--- src/rtl/udlx_ctrl_pkg.sv ---
// udlx_ctrl_pkg: shared types and constants for the uDLX pipeline control blocks.
// Contents: FSM state encoding for the hazard controller, NOP instruction used
// by bubble paths, and the width of the MEM wait counter.
package udlx_ctrl_pkg;

    typedef enum logic [1:0] {
        RUN      = 2'd0,
        LU_STALL = 2'd1,
        MEM_WAIT = 2'd2
    } hazard_state_t;

    localparam logic [31:0] NOP_INSTR = 32'h0000_0000;
    localparam int WAIT_CNT_WIDTH = 8;

endpackage

--- src/rtl/pipeline_hazard_ctrl_if.sv ---
// pipeline_hazard_ctrl_if: bundle between the uDLX pipeline and its hazard controller.
// master: pipeline side, drives ID/EX/MEM status and receives stall/flush/bubble controls.
// slave : controller side, reads status and drives controls, timeout flag and stall count.
interface pipeline_hazard_ctrl_if #(
    parameter int REG_ADDR_WIDTH = 5,
    parameter int CNT_WIDTH      = 32
);
    logic [REG_ADDR_WIDTH-1:0] id_rs_addr_in;
    logic [REG_ADDR_WIDTH-1:0] id_rt_addr_in;
    logic                      id_rs_used_in;
    logic                      id_rt_used_in;
    logic [REG_ADDR_WIDTH-1:0] ex_rd_addr_in;
    logic                      ex_mem_rd_in;
    logic                      ex_branch_taken_in;
    logic                      mem_req_in;
    logic                      mem_ready_in;
    logic                      pc_stall_out;
    logic                      if_id_stall_out;
    logic                      if_id_flush_out;
    logic                      id_ex_bubble_out;
    logic                      ex_mem_stall_out;
    logic                      mem_wb_bubble_out;
    logic                      mem_timeout_out;
    logic [CNT_WIDTH-1:0]      stall_count_out;

    modport master (
        output id_rs_addr_in, id_rt_addr_in, id_rs_used_in, id_rt_used_in,
               ex_rd_addr_in, ex_mem_rd_in, ex_branch_taken_in, mem_req_in, mem_ready_in,
        input  pc_stall_out, if_id_stall_out, if_id_flush_out, id_ex_bubble_out,
               ex_mem_stall_out, mem_wb_bubble_out, mem_timeout_out, stall_count_out
    );

    modport slave (
        input  id_rs_addr_in, id_rt_addr_in, id_rs_used_in, id_rt_used_in,
               ex_rd_addr_in, ex_mem_rd_in, ex_branch_taken_in, mem_req_in, mem_ready_in,
        output pc_stall_out, if_id_stall_out, if_id_flush_out, id_ex_bubble_out,
               ex_mem_stall_out, mem_wb_bubble_out, mem_timeout_out, stall_count_out
    );
endinterface

--- src/rtl/load_use_detect.sv ---
// load_use_detect: flags a load in EX whose destination is read by the ID instruction.
// Inputs : ID source addresses and use flags, EX destination and load flag.
// Output : lu_hit, a dependence that forwarding cannot cover this cycle.
module load_use_detect #(
    parameter int REG_ADDR_WIDTH = 5
) (
    input  logic [REG_ADDR_WIDTH-1:0] id_rs_addr,
    input  logic [REG_ADDR_WIDTH-1:0] id_rt_addr,
    input  logic                      id_rs_used,
    input  logic                      id_rt_used,
    input  logic [REG_ADDR_WIDTH-1:0] ex_rd_addr,
    input  logic                      ex_mem_rd,
    output logic                      lu_hit
);
    // r0 is hard-wired zero, so a load targeting it never creates a dependence
    assign lu_hit = ex_mem_rd && (ex_rd_addr != '0) &&
                    ((id_rs_used && id_rs_addr == ex_rd_addr) ||
                     (id_rt_used && id_rt_addr == ex_rd_addr));
endmodule

--- src/rtl/pipeline_hazard_ctrl.sv ---
// pipeline_hazard_ctrl: load-use stall, branch flush and MEM-wait freeze sequencing for uDLX.
// Ports: clk, rst_n (async, active low), bus (slave side of pipeline_hazard_ctrl_if)
//   carrying ID/EX/MEM status in and stall/flush/bubble controls, the sticky
//   mem_timeout_out flag and the saturating stall_count_out statistic out.
// Priority of events: MEM wait > branch flush > load-use.
module pipeline_hazard_ctrl
    import udlx_ctrl_pkg::*;
#(
    parameter int REG_ADDR_WIDTH = 5,
    parameter int MEM_TIMEOUT    = 15,
    parameter int CNT_WIDTH      = 32
) (
    input logic                 clk,
    input logic                 rst_n,
    pipeline_hazard_ctrl_if.slave bus
);
    hazard_state_t             state, next_state;
    logic [WAIT_CNT_WIDTH-1:0] wait_cnt;
    logic                      lu_hit, mem_hold, at_limit, wait_done;
    logic                      hold, flush, lu_stall;

    load_use_detect #(.REG_ADDR_WIDTH(REG_ADDR_WIDTH)) u_lu (
        .id_rs_addr (bus.id_rs_addr_in),
        .id_rt_addr (bus.id_rt_addr_in),
        .id_rs_used (bus.id_rs_used_in),
        .id_rt_used (bus.id_rt_used_in),
        .ex_rd_addr (bus.ex_rd_addr_in),
        .ex_mem_rd  (bus.ex_mem_rd_in),
        .lu_hit     (lu_hit)
    );

    assign mem_hold  = bus.mem_req_in && !bus.mem_ready_in;
    assign at_limit  = wait_cnt == WAIT_CNT_WIDTH'(MEM_TIMEOUT);
    // the wait ends on completion or abort; both release the pipeline this cycle
    assign wait_done = bus.mem_ready_in || at_limit;

    always_ff @(posedge clk or negedge rst_n) begin
        if (!rst_n) state <= RUN;
        else        state <= next_state;
    end

    always_comb begin
        next_state = (state == MEM_WAIT) ? (wait_done ? RUN : MEM_WAIT) :
                     mem_hold            ? MEM_WAIT :
                     (state == RUN && !bus.ex_branch_taken_in && lu_hit) ? LU_STALL : RUN;
    end

    // gating with rst_n keeps every control low while reset is asserted
    always_comb begin
        hold     = rst_n && ((state == MEM_WAIT) ? !wait_done : mem_hold);
        flush    = rst_n && state != MEM_WAIT && !mem_hold && bus.ex_branch_taken_in;
        lu_stall = rst_n && state == RUN && !mem_hold && !bus.ex_branch_taken_in && lu_hit;
    end

    assign bus.pc_stall_out      = hold || lu_stall;
    assign bus.if_id_stall_out   = hold || lu_stall;
    assign bus.if_id_flush_out   = flush;
    assign bus.id_ex_bubble_out  = flush || lu_stall;
    assign bus.ex_mem_stall_out  = hold;
    assign bus.mem_wb_bubble_out = hold;

    // counts wait cycles including the one that raised the wait
    always_ff @(posedge clk or negedge rst_n) begin
        if (!rst_n)                      wait_cnt <= '0;
        else if (next_state != MEM_WAIT) wait_cnt <= '0;
        else if (state == MEM_WAIT)      wait_cnt <= wait_cnt + WAIT_CNT_WIDTH'(1);
        else                             wait_cnt <= WAIT_CNT_WIDTH'(1);
    end

    always_ff @(posedge clk or negedge rst_n) begin
        if (!rst_n)                                              bus.mem_timeout_out <= 1'b0;
        else if (state == MEM_WAIT && !bus.mem_ready_in && at_limit) bus.mem_timeout_out <= 1'b1;
    end

    always_ff @(posedge clk or negedge rst_n) begin
        if (!rst_n)                                         bus.stall_count_out <= '0;
        else if (bus.pc_stall_out && !(&bus.stall_count_out)) bus.stall_count_out <= bus.stall_count_out + CNT_WIDTH'(1);
    end
endmodule

--- src/flat_wrapper.sv ---
// flat-port wrapper written by rule: the top's interface ports become plain ports
module pipeline_hazard_ctrl_flat import udlx_ctrl_pkg::*;
#(
    parameter int REG_ADDR_WIDTH = 5,
    parameter int MEM_TIMEOUT    = 15,
    parameter int CNT_WIDTH      = 32
)
  (clk, rst_n, bus_id_rs_addr_in, bus_id_rt_addr_in, bus_id_rs_used_in, bus_id_rt_used_in, bus_ex_rd_addr_in, bus_ex_mem_rd_in, bus_ex_branch_taken_in, bus_mem_req_in, bus_mem_ready_in, bus_pc_stall_out, bus_if_id_stall_out, bus_if_id_flush_out, bus_id_ex_bubble_out, bus_ex_mem_stall_out, bus_mem_wb_bubble_out, bus_mem_timeout_out, bus_stall_count_out);
  pipeline_hazard_ctrl_if #(.REG_ADDR_WIDTH(REG_ADDR_WIDTH), .CNT_WIDTH(CNT_WIDTH)) bus_i ();
  input logic clk;
  input logic rst_n;
  input wire logic [$bits(bus_i.id_rs_addr_in)-1:0] bus_id_rs_addr_in;
  input wire logic [$bits(bus_i.id_rt_addr_in)-1:0] bus_id_rt_addr_in;
  input wire logic [$bits(bus_i.id_rs_used_in)-1:0] bus_id_rs_used_in;
  input wire logic [$bits(bus_i.id_rt_used_in)-1:0] bus_id_rt_used_in;
  input wire logic [$bits(bus_i.ex_rd_addr_in)-1:0] bus_ex_rd_addr_in;
  input wire logic [$bits(bus_i.ex_mem_rd_in)-1:0] bus_ex_mem_rd_in;
  input wire logic [$bits(bus_i.ex_branch_taken_in)-1:0] bus_ex_branch_taken_in;
  input wire logic [$bits(bus_i.mem_req_in)-1:0] bus_mem_req_in;
  input wire logic [$bits(bus_i.mem_ready_in)-1:0] bus_mem_ready_in;
  output wire logic [$bits(bus_i.pc_stall_out)-1:0] bus_pc_stall_out;
  output wire logic [$bits(bus_i.if_id_stall_out)-1:0] bus_if_id_stall_out;
  output wire logic [$bits(bus_i.if_id_flush_out)-1:0] bus_if_id_flush_out;
  output wire logic [$bits(bus_i.id_ex_bubble_out)-1:0] bus_id_ex_bubble_out;
  output wire logic [$bits(bus_i.ex_mem_stall_out)-1:0] bus_ex_mem_stall_out;
  output wire logic [$bits(bus_i.mem_wb_bubble_out)-1:0] bus_mem_wb_bubble_out;
  output wire logic [$bits(bus_i.mem_timeout_out)-1:0] bus_mem_timeout_out;
  output wire logic [$bits(bus_i.stall_count_out)-1:0] bus_stall_count_out;
  assign bus_i.id_rs_addr_in = bus_id_rs_addr_in;
  assign bus_i.id_rt_addr_in = bus_id_rt_addr_in;
  assign bus_i.id_rs_used_in = bus_id_rs_used_in;
  assign bus_i.id_rt_used_in = bus_id_rt_used_in;
  assign bus_i.ex_rd_addr_in = bus_ex_rd_addr_in;
  assign bus_i.ex_mem_rd_in = bus_ex_mem_rd_in;
  assign bus_i.ex_branch_taken_in = bus_ex_branch_taken_in;
  assign bus_i.mem_req_in = bus_mem_req_in;
  assign bus_i.mem_ready_in = bus_mem_ready_in;
  assign bus_pc_stall_out = bus_i.pc_stall_out;
  assign bus_if_id_stall_out = bus_i.if_id_stall_out;
  assign bus_if_id_flush_out = bus_i.if_id_flush_out;
  assign bus_id_ex_bubble_out = bus_i.id_ex_bubble_out;
  assign bus_ex_mem_stall_out = bus_i.ex_mem_stall_out;
  assign bus_mem_wb_bubble_out = bus_i.mem_wb_bubble_out;
  assign bus_mem_timeout_out = bus_i.mem_timeout_out;
  assign bus_stall_count_out = bus_i.stall_count_out;
  pipeline_hazard_ctrl #(.REG_ADDR_WIDTH(REG_ADDR_WIDTH), .MEM_TIMEOUT(MEM_TIMEOUT), .CNT_WIDTH(CNT_WIDTH)) u_core (.clk(clk), .rst_n(rst_n), .bus(bus_i));
endmodule
--- config.mk ---
export PLATFORM = sky130hd
export DESIGN_NAME = pipeline_hazard_ctrl_flat
export DESIGN_NICKNAME = d
export VERILOG_FILES = /design/src/rtl/udlx_ctrl_pkg.sv /design/src/rtl/pipeline_hazard_ctrl_if.sv /design/src/rtl/load_use_detect.sv /design/src/rtl/pipeline_hazard_ctrl.sv /design/src/flat_wrapper.sv
export SDC_FILE = /design/constraint.sdc
export NUM_CORES = 1
export LEC_CHECK = 0
export CAP_MARGIN = 20
export CORE_ASPECT_RATIO = 0.7
export CORE_MARGIN = 1.5
export CORE_UTILIZATION = 49
export DETAILED_ROUTE_END_ITERATION = 8
export PLACE_DENSITY = 0.8
export SYNTH_ARGS = -nofsm -noshare
export SYNTH_HDL_FRONTEND = slang
export SYNTH_SLANG_ARGS = --single-unit
--- constraint.sdc ---
create_clock -name clk -period 2.35 [get_ports clk]
set_input_delay 0.235 -clock clk [delete_from_list [all_inputs] [get_ports clk]]
set_output_delay 0.235 -clock clk [all_outputs]
set_load 0.01 [all_outputs]
==> results of run 1 <==
## kinds of logic after synthesis
group	share of synthesized area (%)
simple gates	27.94
flops	45.50
compound gates	3.651
fa+ha+maj	1.058
buf+inv	3.809
xor+xnor	17.41
mux	0.6347
## per-stage QoR
stage	cell area (sq um)	worst slack, ns	std cells
detailed placement	3103	-0.2024	347
CTS	3213	0.02861	359
global route	3244	-0.003497	360
finish	3244	0.1086	360
floorplan	2365	0.1665	224
global placement	3103	-0.1343	347
## what timing repair did
item,in CTS,in global routing
pin swaps,1,2
gates resized for setup,7,8
endpoints found under the setup margin,5,3
endpoints found under the hold margin,0,0
buffers inserted,4,1
## sequential cells by signal (all words and copies together) (netlist names)
name and flops:
u_core.bus.stall_count_out 32, u_core.wait_cnt 8, u_core.state 2, u_core.bus.mem_timeout_out 1
## placed cells by master (no fill, tap or decap), types with 4 or more instances in the layout
master	count
and3_1	8
xor2_1	23
dfrtp_1	43
clkdlybuf4s50_1	55
nand2_1	12
nand3_1	16
clkbuf_8	5
xnor2_1	22
nor2_1	12
nor3_1	17
inv_1	4
nand4_1	16
buf_4	23
nor4_2	6
## final timing paths
path | end | slack [ns] | start
max in group asynchronous | u_core.bus.stall_count_out[0]$_DFFE_PN0P_ | 1.95 | rst_n
min in group clk | u_core.bus.mem_timeout_out$_DFFE_PN0P_ | 0.48 | u_core.bus.mem_timeout_out$_DFFE_PN0P_
hold reg to reg | u_core.bus.mem_timeout_out$_DFFE_PN0P_ | 0.48 | u_core.bus.mem_timeout_out$_DFFE_PN0P_
hold / removal | u_core.bus.stall_count_out[8]$_DFFE_PN0P_ | 0.008 | rst_n
setup reg to reg | u_core.bus.stall_count_out[13]$_DFFE_PN0P_ | 0.11 | u_core.wait_cnt[0]$_DFF_PN0_
setup / recovery | u_core.bus.stall_count_out[13]$_DFFE_PN0P_ | 0.11 | u_core.wait_cnt[0]$_DFF_PN0_
## cell type report
| type | count | area [sq um] |
|---|---|---|
| Fill cell | 338 | 1235 |
| Multi-Input combinational cell | 165 | 1226 |
| Sequential cell | 43 | 1076 |
| Timing Repair Buffer | 84 | 769.5 |
| Clock buffer | 6 | 72.57 |
| Tap cell | 55 | 68.82 |
| Inverter | 5 | 18.77 |
| Clock inverter | 2 | 12.51 |
## metal layers
metal  up-vias  GRT usage [%]  share of wire [%]
li1        945              -                  -
met1       974          35.10                 49
met2        44          38.25                 46
met3         6          4.021                4.3
met4         0          5.760               0.93
met5         -              0                  0
## power by group
| part | internal [mW] | switching (mW) | total (mW) |
|---|---|---|---|
| Clock | 0.208 | 0.253 | 0.461 |
| Combinational | 0.224 | 0.175 | 0.399 |
| Sequential | 0.800 | 0.0867 | 0.886 |
==> metrics.cfg, run 1 <==
[timing]
slew_viol_final=0
skew_ns=0.003753
hold_viol=0
clock.fmax_mhz=446.2
rsz0062_at_grt=true
timing.final.crit_share_pct=95.38
tightest_slew_ns=0.5947
holdWs_ns=0.008466
period_needed_ns=2.241
maxSlewHeadroom_pct=60.06
setup_tns_ns=0
finalSetupViolCount=0

[worst_hold_path]
hp-class=primary input to async pin

[power_and_ir_drop]
leakage_nw=1.440
p_per_area_mw_per_mm2=538.4
peakVddDrop_v=0.0003127
total_power_mw=1.747

[floorplan]
start_util_pct=52.79
die_w_um=86.03
core_sq_mm=0.004479
rows=20
ioPinCount=62
die_y_um=61.12
die_area_sq_mm=0.005258

[routing]
wirelength_um=5825
dr_total_vias=1969
viasPerCell=5.469
firstDrtPassIters=4
drc_errors=0
wl_per_cell_um=16.18
drtIter0Drc=106
route.antenna.remaining_nets=0

[clocking]
cts_root_buffer=clkbuf_8
path_clk_slew_ns=0.08
clock_sinks=43
cts_tree=yes
htreeDepth=2
insertion_delay_ns=0.29
cts_hold_buf=0
cts.path.max_buffers=2
numCtsBuffers=5

[setup_path]
cp_max_fo=6
crit_type=register to register
cp_num_cells=11
endpoint_kind=register
worst_setup_path_start_kind=register
arrival_ns=2.46
slowest_delay_ns=0.39
cp.buffers_inverters=4
cp_cell_sequence=ha_2 -> and3_4 -> and2_4 -> a2111oi_4 -> a31oi_2 -> inv_2 -> buf_4 -> buf_4 -> buf_4 -> and3_4 -> xor2_2
cp_slowest_cell=dfrtp_1
crit_family=compound AO/OA/AOI/OAI gates
required_ns=2.57
rr_worst_depth=11
cpMostUsedCell=buf_4

[placed_design]
place_hpwl_um=4207
gp_congestion=0.7985
portBuffers=61

[grt]
grt_pass1_vias=1958
antenna_found_initial=0
globalRouteOverflowTotal=0
grt_max_degree=44
grt_pass1_wl_um=9660
grtUsageTotal_pct=24.05

[yosys]
synthFlopType=dfrtp_1
synth_warnings=0
synth_seq_area_share_pct=45.50
async_flop_share_pct=100.0
synth_common_cells=dfrtp_1 (43), xor2_1 (25), xnor2_1 (22)
synth_cells=224
syn_area_per_cell_sq_um=10.56
synth-edff-count=0
synth_cell_types=40
synthesis.area_sq_mm=0.002365
yosys.cell_count.top_type=dfrtp_1
synth_top_area_share_pct=45.50
syn_nets=249
yosysTopAreaCell=dfrtp_1
synthTopCellsByArea=dfrtp_1 (46%), xor2_1 (9.3%), xnor2_1 (8.1%)
synth_seq_cells=43

[finish]
post-route-util_pct=72.43
drive_above_1_share_pct=18.69
synthToLayoutAreaGrowth_pct=37.20
antenna_cells=0
fin_nets=329

[run_status]
status=finished clean

[job]
cap_violations=0

Power figures use the tool's default switching activity.
==> inputs of run 2 (changes only) <==
--- a/config.mk
+++ b/config.mk
@@ -5,9 +5,8 @@
 export SDC_FILE = /design/constraint.sdc
 export NUM_CORES = 1
 export LEC_CHECK = 0
-export CAP_MARGIN = 20
 export CORE_ASPECT_RATIO = 0.7
-export CORE_MARGIN = 1.5
+export CORE_MARGIN = 8
 export CORE_UTILIZATION = 49
 export DETAILED_ROUTE_END_ITERATION = 8
 export PLACE_DENSITY = 0.8
==> run 2 against run 1 <==
Compared with the run above: sequential share of layout area up 0.19 points; flip-flop and latch count unchanged; largest power group unchanged; first-iteration DRC count up 24%; die area up 40%; count of clock-buffer cells in the layout unchanged; wire length down 0.89%; combinational power down 2%; critical endpoint is now u_core.bus.stall_count_out[1]$_DFFE_PN0P_; highest routed layer unchanged; via count down 2.0%; clock skew up 0.0035 ns; clock power up 28%.
==> metrics.cfg, run 2 (synthesis results as in run 1) <==
[setup_path]
slowest_delay_ns=0.39  ; about the same
worst_setup_path_start_kind=register
endpoint_kind=register
cp_cell_sequence=ha_1 -> and3_4 -> and2_4 -> a2111oi_4 -> a31oi_2 -> buf_4 -> nor2_2 -> mux2_4
crit_family=simple AND/OR/NAND/NOR gates
cp.buffers_inverters=1  ; -3
arrival_ns=2.41  ; -0.05 ns
crit_type=register to register
cp_slowest_cell=dfrtp_1
cp_max_fo=20  ; +14
required_ns=2.53  ; -0.04 ns

[timing]
setup_tns_ns=0  ; unchanged
hold_viol=0  ; unchanged
skew_ns=0.007286  ; +0.003533 ns
timing.final.crit_share_pct=95.17  ; -0.21 points
period_needed_ns=2.236  ; -0.004986 ns
tightest_slew_ns=0.5745  ; -0.02023 ns
slew_viol_final=0  ; unchanged
maxSlewHeadroom_pct=61.41  ; +1.4 points
clock.fmax_mhz=447.1  ; +0.22%
rsz0062_at_grt=false
finalSetupViolCount=0  ; unchanged

[floorplan]
start_util_pct=50.28  ; -2.5 points
die_w_um=99.03  ; +15%
die_y_um=74.12  ; +21%
die_area_sq_mm=0.007340  ; +40%
rows=21  ; +5.0%
ioPinCount=62  ; unchanged
core_sq_mm=0.004703  ; +5.0%

[finish]
design_area_sq_mm=0.003226  ; -0.58%
final_common_cell=clkdlybuf4s50_1
antenna_cells=0  ; unchanged
regMostFlops=u_core.bus.stall_count_out
drive_above_1_share_pct=16.05  ; -2.6 points
post-route-util_pct=68.58  ; -3.8 points
final_cell_mix=clkdlybuf4s50_1 (55), dfrtp_1 (43), xor2_1 (25)
fin_nets=323  ; -1.8%
synthToLayoutAreaGrowth_pct=36.40
largest_register_ffs=32  ; unchanged
top_regs=u_core.bus.stall_count_out: 32 flops, u_core.wait_cnt: 8 flops, u_core.state: 2 flops
stdcell_count=356  ; -1.1%

[clocking]
htreeDepth=2  ; unchanged
clock_sinks=43  ; unchanged
cts_hold_buf=0  ; unchanged
path_clk_slew_ns=0.08  ; about the same
numCtsBuffers=5  ; unchanged
cts_tree=yes
insertion_delay_ns=0.29  ; about the same
cts.path.max_buffers=2  ; unchanged
cts_root_buffer=clkbuf_8

[placed_design]
placed_area_sq_mm=0.003103  ; unchanged
dp.cells=347  ; unchanged
portBuffers=61  ; unchanged
gp_congestion=0.8546  ; +7.0%
place_hpwl_um=4428  ; +5.3%

[routing]
route.antenna.remaining_nets=0  ; unchanged
drtIter0Drc=131  ; +24%
viasPerCell=5.421  ; -0.88%
drc_errors=0  ; unchanged
firstDrtPassIters=4  ; unchanged
wl_per_cell_um=16.22  ; +0.22%
dr_total_vias=1930  ; -2.0%
wirelength_um=5773  ; -0.89%

[power_and_ir_drop]
peakVddDrop_v=0.0004857  ; +55%
p_per_area_mw_per_mm2=579.7  ; +7.7%
leakage_nw=1.433  ; -0.50%

[worst_hold_path]
hp-class=primary input to async pin

[grt]
grt_pass1_wl_um=9439  ; -2.3%
grt_pass1_vias=1915  ; -2.2%
grt_max_degree=44  ; unchanged
grtUsageTotal_pct=16.35  ; -7.7 points
globalRouteOverflowTotal=0  ; unchanged
antenna_found_initial=0  ; unchanged

[job]
cap_violations=0  ; unchanged

[run_status]
status=finished clean

==> run 2: cell count changes in the layout (fill, tap and decap cells not counted), sizes merged <==
cell	delta
clkdlybuf4s15	+1
clkbuf	+2
dlygate4sd2	-2
clkinvlp	-1
buf	-7
bufinv	+1
==> run 2: path summary, 6_finish.rpt <==
kind                                                            start                                          to  slack [ns]  depth (start not counted)
min in group clk           u_core.bus.stall_count_out[23]$_DFFE_PN0P_  u_core.bus.stall_count_out[23]$_DFFE_PN0P_        0.48                          1
max                                      u_core.wait_cnt[0]$_DFF_PN0_   u_core.bus.stall_count_out[1]$_DFFE_PN0P_        0.11                          8
max reg2reg                              u_core.wait_cnt[0]$_DFF_PN0_   u_core.bus.stall_count_out[1]$_DFFE_PN0P_        0.11                          8
min reg2reg                u_core.bus.stall_count_out[23]$_DFFE_PN0P_  u_core.bus.stall_count_out[23]$_DFFE_PN0P_        0.48                          1
max in group asynchronous                                       rst_n      u_core.bus.mem_timeout_out$_DFFE_PN0P_        1.92                          2
min                                                             rst_n  u_core.bus.stall_count_out[29]$_DFFE_PN0P_        0.08                          2
==> run 2: what timing repair did <==
action                     in CTS  in global routing
setup endpoints to repair       5                 13
pin swaps                       0                  1
resized for setup               6                  7
buffers inserted                0                  1
==> run 2: final cells by class <==
| type | count | area (sq um) |
|---|---|---|
| fillers | 353 | 1478 |
| multi-input cells | 165 | 1207 |
| flip-flops and latches | 43 | 1076 |
| repair buffers | 78 | 734.5 |
| clock buffers | 6 | 82.58 |
| well taps | 57 | 71.32 |
| clock inverters | 2 | 35.03 |
| inverters | 5 | 18.77 |
==> run 2: layer usage <==
metal | up-vias | global-route usage [%] | wire [um]
met5 | - | 0 | 0
li1 | 939 | - | -
met4 | 0 | 5.922 | 69
met3 | 7 | 4.393 | 292
met1 | 935 | 21.64 | 2805
met2 | 49 | 25.30 | 2605
==> run 2: stage by stage <==
stage	power [mW]	worst slack, ns	hold WS (ns)
finish	1.870	0.1136	0.07667
floorplan	1.053	0.1665	-0.06059
detailed placement	1.292	-0.09688	0.4134
global route	1.962	0.01408	0.1220
CTS	1.885	0.01342	0.09333
global placement	1.281	-0.04826	0.4019
==> run 2: where the power goes <==
group / switching (mW) / internal, mW / leakage, nW / total, mW
clock network: 0.248 / 0.344 / 0.0612 / 0.592
registers: 0.0857 / 0.800 / 0.577 / 0.885
logic: 0.174 / 0.218 / 0.796 / 0.392
==> RTL change 1 (flow settings as in run 2) <==
`MEM_TIMEOUT` is set to 15 in 2 places; all go to 11.
--- a/src/rtl/pipeline_hazard_ctrl.sv
+++ b/src/rtl/pipeline_hazard_ctrl.sv
@@ -9,3 +9,3 @@
     parameter int REG_ADDR_WIDTH = 5,
-    parameter int MEM_TIMEOUT    = 15,
+    parameter int MEM_TIMEOUT    = 11,
     parameter int CNT_WIDTH      = 32
--- a/src/flat_wrapper.sv
+++ b/src/flat_wrapper.sv
@@ -4,3 +4,3 @@
     parameter int REG_ADDR_WIDTH = 5,
-    parameter int MEM_TIMEOUT    = 15,
+    parameter int MEM_TIMEOUT    = 11,
     parameter int CNT_WIDTH      = 32
Function: no difference found for any inputs over 10 cycles, from zero or initial values and one cycle with rst_n low; that may be too few to reach the edited logic, so the function may still have changed.
==> RTL change 1 against run 2 <==
First-iteration DRC count down 31%. Power down 2.7%. Utilization up 2.2 points. Area after synthesis up 3.8%. Cell area up 5.5%. Setup slack worse by 0.044 ns. Critical path type is now reg -> out. Maximum frequency down 1.9%. Sequential cell count unchanged. Routed wire length up 3.9%.
==> RTL change 1: results <==
export IMPL_status="complete, no violations"
export IMPL_synth_area_leaders="dfrtp_1, xor2_1, xnor2_1"
export IMPL_tightest_slew_ns=0.482
export IMPL_dr_pass1_iters=4
export IMPL_dp_hpwl_mm=4.66
export IMPL_clk_latency_ns=0.30
export IMPL_port_buffers=61
export IMPL_vias=1951
export IMPL_grt_first_pass_wirelength_mm=9.55
export IMPL_pre_cts_ws_ns=-0.194
export IMPL_max_stage_delay_ns=0.40
export IMPL_rrSetupSlack_ns=0.09
export IMPL_synthTopCellsByCount="dfrtp_1, xor2_1, nor2_1"
export IMPL_grt_max_degree=39
export IMPL_avgSynthCellArea_um2=11.0
export IMPL_drt_wl_total_mm=6.00
export IMPL_holdCritPathClass="in -> async"
export IMPL_synth_seq_area_share=0.439
export IMPL_cts_clk_slew_worst_paths_ns=0.09
export IMPL_drt_initial_drc_count=91
export IMPL_ys_warnings_count=0
export IMPL_cp_arrival_ns=2.05
export IMPL_path_max_fanout=2
export IMPL_tns_ns=0
export IMPL_place_inst=368
export IMPL_place_area_um2=3250
export IMPL_antenna_found_initial=0
export IMPL_cts_htree_levels=2
export IMPL_period_minus_slack_ns=2.28
export IMPL_p_leak_nw=1.53
export IMPL_ys_async_sr_fraction=1.00
export IMPL_cpMaxStageDelayCell="dfrtp_1"
export IMPL_grt_use_total=0.161
export IMPL_whs_ns=0.371
export IMPL_use_met2=0.248
export IMPL_die_w_um=101
export IMPL_finalNetCount=338
export IMPL_final_layout_size_suffix_gt1_frac=0.213
export IMPL_synth_cell_types=44
export IMPL_met3_usage=0.0369
export IMPL_ir_drop_mv=0.487
export IMPL_skew_ns=0.00910
export IMPL_reg_top3="u_core.bus.stall_count_out: 32 flops, u_core.wait_cnt: 8 flops, u_core.state: 2 flops"
export IMPL_gp_congestion=0.784
export IMPL_grt_use_met1=0.221
export IMPL_root_buffer="clkbuf_8"
export IMPL_fin_cells=383
export IMPL_num_fill_cells=372
export IMPL_grt_pass1_vias=1948
-- RTL change 1: cell count changes in the layout (fill, tap and decap cells not counted), moves of 6 or more --
cell     change
nor2_1       +6
nand4_1      -6
buf_4       +10
xor2_1       +8
xnor2_1      -8
and3_1       -6
-- RTL change 1: kinds of logic after synthesis --
family	Yosys count	share of synthesized area
AND/OR/NAND/NOR	110	0.304
XOR/XNOR	47	0.168
flip-flops	43	0.439
buffers and inverters	12	0.0362
AO/OA/AOI/OAI	9	0.0367
adder cells (fa/ha/maj)	2	0.0102
multiplexers	1	0.00612
-- RTL change 1: final cells by class --
type | count | area [µm²] | share of cell area
Timing Repair Buffer | 89 | 818 | 0.241
Tap cell | 69 | 86.3 | 0.0254
Sequential cell | 43 | 1080 | 0.317
Clock buffer | 5 | 68.8 | 0.0202
Multi-Input combinational cell | 169 | 1310 | 0.385
Inverter | 5 | 18.8 | 0.00552
Clock inverter | 3 | 23.8 | 0.00699
-- RTL change 1: repair_timing --
item	in CTS	in global routing
endpoints found under the setup margin	5	27
pin swaps	2	3
hold buffers	1	0
gates resized for setup	7	10
endpoints found under the hold margin	5	0
setup buffers	2	4
-- RTL change 1: path summary, 6_finish.rpt --
check | to | startpoint | cells past startpoint
min in group clk | u_core.bus.mem_timeout_out | u_core.bus.mem_timeout_out | 1
setup reg to reg | u_core.bus.stall_count_out[20] | u_core.wait_cnt[4] | 9
setup / recovery | bus_mem_wb_bubble_out | u_core.wait_cnt[4] | 6
hold / removal | u_core.state[1] | rst_n | 3
max in group asynchronous | u_core.wait_cnt[2] | rst_n | 4
hold reg to reg | u_core.bus.mem_timeout_out | u_core.bus.mem_timeout_out | 1
-- RTL change 1: report_power, final --
group	internal, mW	leakage, nW	switching (mW)	total [mW]
sequential	0.806	0.566	0.0910	0.897
clock	0.213	0.0408	0.280	0.493
combinational	0.244	0.925	0.185	0.429
-- RTL change 1: worst reg2reg max path, delay by kind of cell (launching register included) --
| family | cells | cell delay (ns) |
|---|---|---|
| buffers and inverters | 3 | 0.52 |
| AO/OA/AOI/OAI | 2 | 0.27 |
| XOR/XNOR | 1 | 0.15 |
| AND/OR/NAND/NOR | 3 | 0.78 |
| flip-flops | 1 | 0.40 |
-- RTL change 1: layer usage --
metal	vias up	wire length [µm]
li1	964	-
met1	942	2900
met2	40	2730
met3	5	312
met4	0	51
met5	-	0
==> RTL change 2 (flow settings as in run 2) <==
Made on the original files. Make the reset (`rst_n`) synchronous in 4 clocked blocks. Comments in the files are not updated.
--- a/src/rtl/pipeline_hazard_ctrl.sv
+++ b/src/rtl/pipeline_hazard_ctrl.sv
@@ -36,3 +36,3 @@
 
-    always_ff @(posedge clk or negedge rst_n) begin
+    always_ff @(posedge clk) begin
         if (!rst_n) state <= RUN;
@@ -62,3 +62,3 @@
     // counts wait cycles including the one that raised the wait
-    always_ff @(posedge clk or negedge rst_n) begin
+    always_ff @(posedge clk) begin
         if (!rst_n)                      wait_cnt <= '0;
@@ -69,3 +69,3 @@
 
-    always_ff @(posedge clk or negedge rst_n) begin
+    always_ff @(posedge clk) begin
         if (!rst_n)                                              bus.mem_timeout_out <= 1'b0;
@@ -74,3 +74,3 @@
 
-    always_ff @(posedge clk or negedge rst_n) begin
+    always_ff @(posedge clk) begin
         if (!rst_n)                                         bus.stall_count_out <= '0;
Check against the original RTL: differs if rst_n is asserted again (counterexample within 4 cycles, from zero or initial values and one cycle with rst_n low); with rst_n held inactive, the same outputs for 10 cycles.
==> RTL change 2 against run 2 <==
Count of clock-buffer cells in the layout is 1 lower. Setup slack worse by 0.042 ns. Routed wire length up 19%. Sequential cell count is the same. Cell area increased by 5.8%. Area after synthesis shrank 1.6%.
Power is not compared: it rests on default switching activity, and its combinational part moved more than twofold at a synthesized area within 25%.
==> RTL change 2: results <==
export IMPL_grt_use_total=0.192
export IMPL_grt_max_degree=26
export IMPL_setup_worst_path_start="u_core.bus.stall_count_out[0]"
export IMPL_synth_cell_types=47
export IMPL_synth_xor_area_share=0.0602
export IMPL_cpMaxStageDelayCell="or4_1"
export IMPL_status="complete, no violations"
export IMPL_gp_congestion=0.830
export IMPL_rrSetupSlack_ns=0.07
export IMPL_cts_clk_slew_worst_paths_ns=0.09
export IMPL_synth_area_leaders="dfxtp_1, xnor2_1, or4_1"
export IMPL_max_stage_delay_ns=0.47
export IMPL_cp_arrival_ns=2.52
export IMPL_vias_per_cell=5.81
export IMPL_holdCritPathClass="reg -> reg"
export IMPL_synthMuxAreaShare=0.0430
export IMPL_finalNetCount=391
export IMPL_reg2reg_to="u_core.bus.stall_count_out[22]"
export IMPL_ys_async_sr_fraction=0
export IMPL_synth_compound_area_frac=0.148
export IMPL_path_class="reg -> reg"
export IMPL_path_max_fanout=6
export IMPL_ff2ff_path_depth=7
export IMPL_tightest_slew_ns=0.365
export IMPL_grt_first_pass_wirelength_mm=11.2
export IMPL_synth_fa_ha_area_frac=0.0108
export IMPL_synth_seq_area_share=0.370
export IMPL_dp_hpwl_mm=4.89
export IMPL_drt_initial_drc_count=187
export IMPL_grt_pass1_vias=2320
export IMPL_syn_nets=299
export IMPL_final_layout_size_suffix_gt1_frac=0.221
RTL change 2: cell count changes in the layout (fill, tap and decap cells not counted), sizes merged, moves of 10 or more:
cell   delta
buf      +22
or4      +15
xor2     -23
dfxtp    +43
nand2    +13
o31ai    +14
nor3     -13
mux2i    +10
dfrtp    -43
a21oi    +18
RTL change 2: cell type report:
cell class                 instances  area (µm²)
multi-input combinational        208        1440
fill                             360        1260
timing repair buffer             101         923
sequential                        43         863
tap                               57        71.3
clock buffer                       5        68.8
inverter                           7        26.3
clock inverter                     3        23.8
RTL change 2: metrics by stage:
step	worst slack, ns	instances	TNS [ns]	hold WS (ns)	utilization
floorplan	0.0759	274	0	0.318	-
global route	-0.0495	424	-0.135	0.484	0.730
finish	0.0720	424	0	0.464	0.730
CTS	0.0111	421	0	0.484	0.713
global placement	-0.180	411	-3.41	0.461	0.687
detailed placement	-0.219	411	-4.15	0.470	0.687
RTL change 2: repair_timing:
item                                    4_1_cts  5_1_grt
setup buffers                                 2        3
endpoints found under the setup margin        5       21
gates resized for setup                      10       22
gates cloned                                  0        0
pin swaps                                     1       12
RTL change 2: metal layers:
| metal | part of all wire | vias to the layer above | GRT usage |
|---|---|---|---|
| li1 | - | 1210 | - |
| met1 | 0.48 | 1188 | 0.249 |
| met2 | 0.46 | 59 | 0.301 |
| met3 | 0.051 | 8 | 0.0520 |
| met4 | 0.0090 | 0 | 0.0626 |
| met5 | 0 | - | 0 |
RTL change 2: where the power goes:
part | total, mW | internal [mW] | switching, mW
Sequential | 0.733 | 0.731 | 0.00219
Combinational | 0.153 | 0.0822 | 0.0703
Clock | 0.497 | 0.213 | 0.284
